## config.mk

```make
export PLATFORM = sky130hd
export DESIGN_NAME = voter_tally
export DESIGN_NICKNAME = d
export VERILOG_FILES = /design/src/rtl/voter_tally.sv
export SDC_FILE = /design/constraint.sdc
export NUM_CORES = 1
export LEC_CHECK = 0
export CAP_MARGIN = 10
export CORE_MARGIN = 1.5
export CORE_UTILIZATION = 52
export DETAILED_ROUTE_END_ITERATION = 12
export PLACE_DENSITY_LB_ADDON = 0.25
export SETUP_SLACK_MARGIN = 0.4
export SYNTH_ARGS = -nofsm -noshare
export SYNTH_HDL_FRONTEND = slang
export SYNTH_SLANG_ARGS = --single-unit
```

## constraint.sdc

```tcl
create_clock -name clk -period 4.85 [get_ports clk]
set_clock_uncertainty 0.2 [all_clocks]
set_input_delay 0.97 -clock clk [delete_from_list [all_inputs] [get_ports clk]]
set_output_delay 0.97 -clock clk [all_outputs]
set_load 0.01 [all_outputs]
```

## src/rtl/voter_tally.sv

```systemverilog
// rtl/voter_tally.sv - sequential N-voter tally with one vote per voter, timeout and registered verdict
module voter_tally #(
    parameter int N_VOTERS = 4,
    parameter int TIMEOUT  = 8,
    parameter int MODE     = 0,
    localparam int CW      = $clog2(N_VOTERS + 1)
) (
    input  logic                clk,
    input  logic                rst_n,
    input  logic                start,
    input  logic [N_VOTERS-1:0] vote_valid,
    input  logic [N_VOTERS-1:0] vote_yes,
    output logic                busy,
    output logic                done,
    output logic [3:1]          result,
    output logic [CW-1:0]       yes_cnt,
    output logic [CW-1:0]       no_cnt
);

    localparam int TW = $clog2(TIMEOUT + 1);

    typedef enum logic [1:0] {
        S_IDLE,
        S_COLLECT,
        S_DECIDE
    } state_t;

    state_t              state;
    state_t              state_next;
    logic [N_VOTERS-1:0] voted;
    logic [N_VOTERS-1:0] accept;
    logic [TW-1:0]       timer;
    logic [CW-1:0]       add_yes;
    logic [CW-1:0]       add_no;
    logic                close_now;
    logic [CW:0]         yes_x2;
    logic [CW:0]         no_x2;
    logic [3:1]          verdict;

    // Only first-time voters are counted; several may land in the same cycle.
    always_comb begin
        accept  = vote_valid & ~voted;
        add_yes = '0;
        add_no  = '0;
        for (int i = 0; i < N_VOTERS; i++) begin
            add_yes = add_yes + CW'(accept[i] & vote_yes[i]);
            add_no  = add_no  + CW'(accept[i] & ~vote_yes[i]);
        end
        close_now = ((voted | accept) == {N_VOTERS{1'b1}}) ||
                    (timer == TW'(TIMEOUT - 1));
    end

    always_comb begin
        state_next = state;
        case (state)
            S_IDLE:    if (start) state_next = S_COLLECT;
            S_COLLECT: if (close_now) state_next = S_DECIDE;
            S_DECIDE:  state_next = S_IDLE;
            default:   state_next = S_IDLE;
        endcase
    end

    always_ff @(posedge clk or negedge rst_n) begin
        if (!rst_n) state <= S_IDLE;
        else        state <= state_next;
    end

    // One extra bit so doubling a count can never wrap.
    always_comb begin
        yes_x2 = {1'b0, yes_cnt} << 1;
        no_x2  = {1'b0, no_cnt} << 1;
        if (MODE == 0) begin
            if (yes_cnt > no_cnt)      verdict = 3'b100;
            else if (no_cnt > yes_cnt) verdict = 3'b001;
            else                       verdict = 3'b010;
        end else begin
            if (yes_x2 > (CW+1)'(N_VOTERS))     verdict = 3'b100;
            else if (no_x2 > (CW+1)'(N_VOTERS)) verdict = 3'b001;
            else                                verdict = 3'b010;
        end
    end

    always_ff @(posedge clk or negedge rst_n) begin
        if (!rst_n) begin
            voted   <= '0;
            yes_cnt <= '0;
            no_cnt  <= '0;
            timer   <= '0;
            result  <= 3'b000;
            done    <= 1'b0;
        end else begin
            done <= 1'b0;
            case (state)
                S_IDLE: begin
                    if (start) begin
                        voted   <= '0;
                        yes_cnt <= '0;
                        no_cnt  <= '0;
                        timer   <= '0;
                    end
                end
                S_COLLECT: begin
                    voted   <= voted | accept;
                    yes_cnt <= yes_cnt + add_yes;
                    no_cnt  <= no_cnt + add_no;
                    if (!close_now) timer <= timer + TW'(1);
                end
                S_DECIDE: begin
                    result <= verdict;
                    done   <= 1'b1;
                end
                default: ;
            endcase
        end
    end

    assign busy = (state != S_IDLE);

endmodule

```

# ---- Word-level counts from Yosys, hierarchy flattened
# Index checks and enable logic that the tools add are counted.
# Widths: inputs -> output; s select.
dict set report word_totals {
  regBits 20
  word_cells 60
}
dict set report op_classes {
  addsub 9
  mux 13
  n_bitwise 15
  n_lt_le_gt_ge 2
  n_eq_ne 7
  n_reduce_logical 7
}
# cell count
set ops {}
lappend ops {{$pmux 4 s2} 2}
lappend ops {{$add 3x3->3} 5}
lappend ops {{$and 1x3->3} 4}
lappend ops {{$not 1->3} 4}
lappend ops {{$pmux 3 s2} 2}
lappend ops {{$mux 4} 2}
lappend ops {{$gt 3x3->1} 2}
lappend ops {{$mux 2} 3}
lappend ops {{$mux 3} 2}
lappend ops {{$ne 2x2->1 const B} 3}
lappend ops {{$add 4x1->4 const B} 1}
lappend ops {{$and 1x1->1} 4}
lappend ops {{$and 4x4->4} 1}
lappend ops {{$eq 4x3->1 const B} 1}
lappend ops {{$eq 4x4->1 const B} 1}
lappend ops {{$not 4->4} 1}
lappend ops {{$or 4x4->4} 1}
lappend ops {{$pmux 2 s2} 1}
lappend ops {{$reduce_and 2->1} 2}
lappend ops {{$reduce_bool 2->1} 2}
lappend ops {{$add 2x1->3} 1}
lappend ops {{$add 3x1->3} 1}
lappend ops {{$reduce_and 3->1} 1}
lappend ops {{$add 1x1->2} 1}
lappend ops {{other kinds (5)} 5}

# ---- Longest topological paths before layout
dict set report logic_depth {
  ltp_word 8
  depth_mapped 9
  mapped_depth_nobuf 9
}

# ---- Worst setup path after synthesis
# OpenSTA, ideal clock, no wires.
dict set report synth_path {
  kind {input port to flip-flop}
  startpoint {in vote_yes[0]}
  endpoint {reg no_cnt[1]}
  arrival_ns 2.924
  path_slack_ns 1.605
  path_stages 6
  t_required_ns 4.529
  path_cell_list {or3b_1 -> fa_1 -> fa_1 -> inv_1 -> fa_1 -> a22o_1}
}
dict set report synth_between {
  elab_chain_len 7
}
# item line_no
set synth_lines {}
lappend synth_lines {{from (decl)} 12} ;# input logic [N_VOTERS-1:0] vote_yes,
lappend synth_lines {{$not 1->3} 47} ;# add_no = add_no + CW'(accept[i] & ~vote_yes[i]);
lappend synth_lines {{$and 1x3->3} 47}
lappend synth_lines {{$add 3x3->3 (3 in a row)} 47}
lappend synth_lines {{$add 3x3->3} 105} ;# no_cnt <= no_cnt + add_no;
lappend synth_lines {{$pmux 3 s2} 93} ;# case (state)
lappend synth_lines {{to (signal assigned)} 105}
lappend synth_lines {{to (decl)} 17} ;# output logic [CW-1:0] no_cnt
# Every way passes these cells.
# A chain may end at the register's enable or synchronous reset.

# ---- Worst setup path after layout
dict set report layout_path {
  startpoint {in vote_valid[0]}
  endpoint {reg no_cnt[1]}
}
dict set report layout_between {
  elab_chain_len 7
}
# item line_no
set layout_lines {}
lappend layout_lines {{from (decl)} 11} ;# input logic [N_VOTERS-1:0] vote_valid,
lappend layout_lines {{$and 4x4->4} 42} ;# accept = vote_valid & ~voted;
lappend layout_lines {{$and 1x3->3} 47}
lappend layout_lines {{$add 3x3->3 (3 in a row)} 47}
lappend layout_lines {{$add 3x3->3} 105}
lappend layout_lines {{$pmux 3 s2} 93}
# Every way passes these cells.

==> impl_metrics.sql <==
INSERT INTO impl_metrics (metric_group, metric, value, unit) VALUES
('timing', 'fin_setup_tns', '0', 'ps'),
('pwr', 'total_power_per_unit_cell_area', '593', 'nW/um2'),
('pwr', 'ir_drop', '0.354', 'mV'),
('hold_path', 'worst_hold_path.num_cells', '2', ''),
('timing', 'post-route-min-period', '3480', 'ps'),
('pwr', 'power_frac_clock', '11.6', '%'),
('cts', 'postCtsSetupRepairBufs', '0', ''),
('cells_and_area', 'layout.cells.most_common', 'sky130_fd_sc_hd__clkdlybuf4s50_1', ''),
('pwr', 'power.static_leakage', '0.645', 'nW'),
('detailed_routing', 'ant_nets', '0', ''),
('cells_and_area', 'finish.cell_count_without_fillers', '164', ''),
('pwr', 'comb_power_share', '49.5', '%'),
('worst_setup_path', 'timing.critical_path.buf_inv', '2', ''),
('worst_setup_path', 'setup.worst_path.start_class', 'input port', ''),
('cells_and_area', 'fillers', '166', ''),
('detailed_routing', 'post_drt_via_cell_ratio', '5.68', ''),
('synthesis', 'synth-edff-count', '0', ''),
('detailed_routing', 'routed_wl', '2.50', 'mm'),
('timing', 'hold_violations', '0', ''),
('synthesis', 'post_synth_instance_area', '1170', 'um2'),
('cells_and_area', 'register_area', '500', 'um2'),
('timing', 'worstMarginPinSlew', '922', 'ps'),
('detailed_routing', 'drt-wirelength-per-cell', '15.2', 'um'),
('cts', 'htree_levels', '1', ''),
('synthesis', 'synthArstFlopShare', '100', '%'),
('die', 'floorplan.initialDensity', '57.2', '%'),
('cts', 'tritoncts', 'yes', ''),
('worst_setup_path', 'worstSetupEndpointType', 'register', ''),
('detailed_routing', 'via_count', '931', ''),
('timing', 'setup_viol_count_final', '0', ''),
('timing', 'fmax', '288', 'MHz'),
('cts', 'tritoncts.num_buffers', '3', ''),
('cts', 'clk_pin_slew', '120', 'ps'),
('timing', 'final_max_slew_viol_count', '0', ''),
('die', 'die_height', '50.4', 'um'),
('synthesis', 'yosysSeqAreaShare', '42.9', '%'),
('die', 'dieWidth', '50.4', 'um'),
('job', 'maxCapViolations', '0', ''),
('pwr', 'seqPwrFrac', '38.9', '%'),
('cells_and_area', 'final_cell_mix', 'sky130_fd_sc_hd__clkdlybuf4s50_1, sky130_fd_sc_hd__dfrtp_1, sky130_fd_sc_hd__inv_1', ''),
('worst_setup_path', 'worstPathCellList', 'clkdlybuf4s50_1 > or3b_1 > fa_1 > fa_1 > inv_1 > fa_1 > a22o_1', ''),
('cells_and_area', 'finish.net_count', '159', ''),
('cells_and_area', 'antennaDiodeCount', '0', ''),
('synthesis', 'yosysWarnings', '0', ''),
('cts', 'clock_sinks', '20', ''),
('worst_setup_path', 'critical-path-slowest-cell', 'sky130_fd_sc_hd__clkdlybuf4s50_1', ''),
('status', 'status', 'complete, no violations', ''),
('synthesis', 'synth_cell_types', '33', ''),
('synthesis', 'postSynth.topFlopCell', 'sky130_fd_sc_hd__dfrtp_1', ''),
('pwr', 'p_sw_share', '41.9', '%'),
('hold_path', 'min-delay-path-class', 'register to register', ''),
('detailed_routing', 'drt_iter0_drc', '13', ''),
('detailed_routing', 'drt_pre_antenna_iters', '4', ''),
('worst_setup_path', 'worstPathMaxFanout', '4', ''),
('cells_and_area', 'drive_above_1_share', '7.30', '%'),
('cells_and_area', 'synthToLayoutAreaGrowth', '23.7', '%'),
('die', 'io-pin-count', '22', ''),
('place', 'port-buffer-count', '21', ''),
('global_route', 'grt_use_total', '22.1', '%'),
('worst_setup_path', 'critical_path_cell_count', '7', ''),
('synthesis', 'synth-seq-cells', '20', ''),
('worst_setup_path', 'timing_worst_setup_path_type', 'input port to register', ''),
('detailed_routing', 'remaining_drc_errors', '0', ''),
('timing', 'period_share', '71.7', '%'),
('worst_setup_path', 'timing.critical_path.arrival', '3480', 'ps'),
('worst_setup_path', 'timing.critical_path.max_delay_family', 'adder cells', ''),
('synthesis', 'syn_avg_cell_area', '10.3', 'um2'),
('pwr', 'cell_internal_pwr', '0.498', 'mW'),
('worst_setup_path', 'reg2reg_depth', '6', ''),
('cts', 'clockBufferDepth', '2', ''),
('worst_setup_path', 'cp_dominant_cell_by_count', 'sky130_fd_sc_hd__fa_1', '');
## worst min-delay path, cell delays in order (launching register included)
cell	delay, ps
sky130_fd_sc_hd__dfrtp_1	370
sky130_fd_sc_hd__nand2_1	50
sky130_fd_sc_hd__o31ai_1	50
## cell usage after synthesis (3+ instances only)
cell type,n,share of area (%)
sky130_fd_sc_hd__or3b_1,4,3.0
sky130_fd_sc_hd__nor3_1,3,1.3
sky130_fd_sc_hd__nand2_1,8,2.6
sky130_fd_sc_hd__dfrtp_1,20,43
sky130_fd_sc_hd__ha_1,4,4.3
sky130_fd_sc_hd__a22o_1,5,3.8
sky130_fd_sc_hd__nand3_1,3,1.3
sky130_fd_sc_hd__inv_1,12,3.9
sky130_fd_sc_hd__a21oi_1,11,4.7
sky130_fd_sc_hd__fa_1,6,10
sky130_fd_sc_hd__nor2_1,7,2.3
sky130_fd_sc_hd__o21ai_0,3,1.3
## final cells by class
| cell class | count | share of cell area [%] |
|---|---|---|
| multi-input combinational | 78 | 42.3 |
| sequential | 20 | 34.7 |
| timing repair buffer | 21 | 14.6 |
| inverter | 14 | 3.64 |
| clock buffer | 4 | 2.51 |
| tap | 27 | 2.34 |
## registers in the layout, indices dropped and copies added (netlist names)
name / flops
timer: 4
voted: 4
no_cnt: 3
result: 3
yes_cnt: 3
state: 2
done: 1
## routing by layer
layer | track usage, % | vias up | wire length, um
li1 | - | 449 | -
met1 | 31.0 | 458 | 1140
met2 | 36.2 | 22 | 1240
met3 | 2.68 | 2 | 102
met4 | 6.76 | 0 | 12
met5 | 0 | - | 0
## logic make-up (layout without fill, tap and decap cells)
| kind of cell | after synthesis | in the layout | synth area share [%] |
|---|---|---|---|
| fa+ha+maj | 10 | 10 | 14.6 |
| flops | 20 | 20 | 42.9 |
| buf+inv | 15 | 39 | 4.82 |
| simple gates | 35 | 35 | 17.1 |
| mux | 3 | 3 | 2.79 |
| compound gates | 30 | 30 | 17.8 |
## power groups by stage
stage | combinational [mW] | clock (mW) | sequential (mW)
2_1_floorplan | 0.281 | 0 | 0.317
3_3_place_gp | 0.404 | 0 | 0.330
3_5_place_dp | 0.428 | 0 | 0.334
4_1_cts | 0.427 | 0.100 | 0.332
5_1_grt | 0.477 | 0.105 | 0.344
6_report | 0.424 | 0.0995 | 0.333
## path summary, 6_finish.rpt
check | start | endpoint
setup / recovery | vote_valid[0] | no_cnt[1]
hold / removal | result[2] | result[2]
setup reg to reg | voted[0] | no_cnt[1]
hold reg to reg | result[2] | result[2]
max in group asynchronous | rst_n | state[1]
min in group asynchronous | rst_n | done
## through the flow
stage	area, um2	hold WS, ps	setup WS, ps	utilization, %	total power, mW
final	1440	295	1370	70.7	0.857
after global routing	1440	317	1330	70.7	0.926
after CTS	1440	302	1370	70.7	0.859
after detailed placement	1410	275	1040	68.9	0.762
after global placement	1410	262	1080	68.9	0.734
after floorplan	1170	309	1600	-	0.598
(Power assumes the default switching activity.)
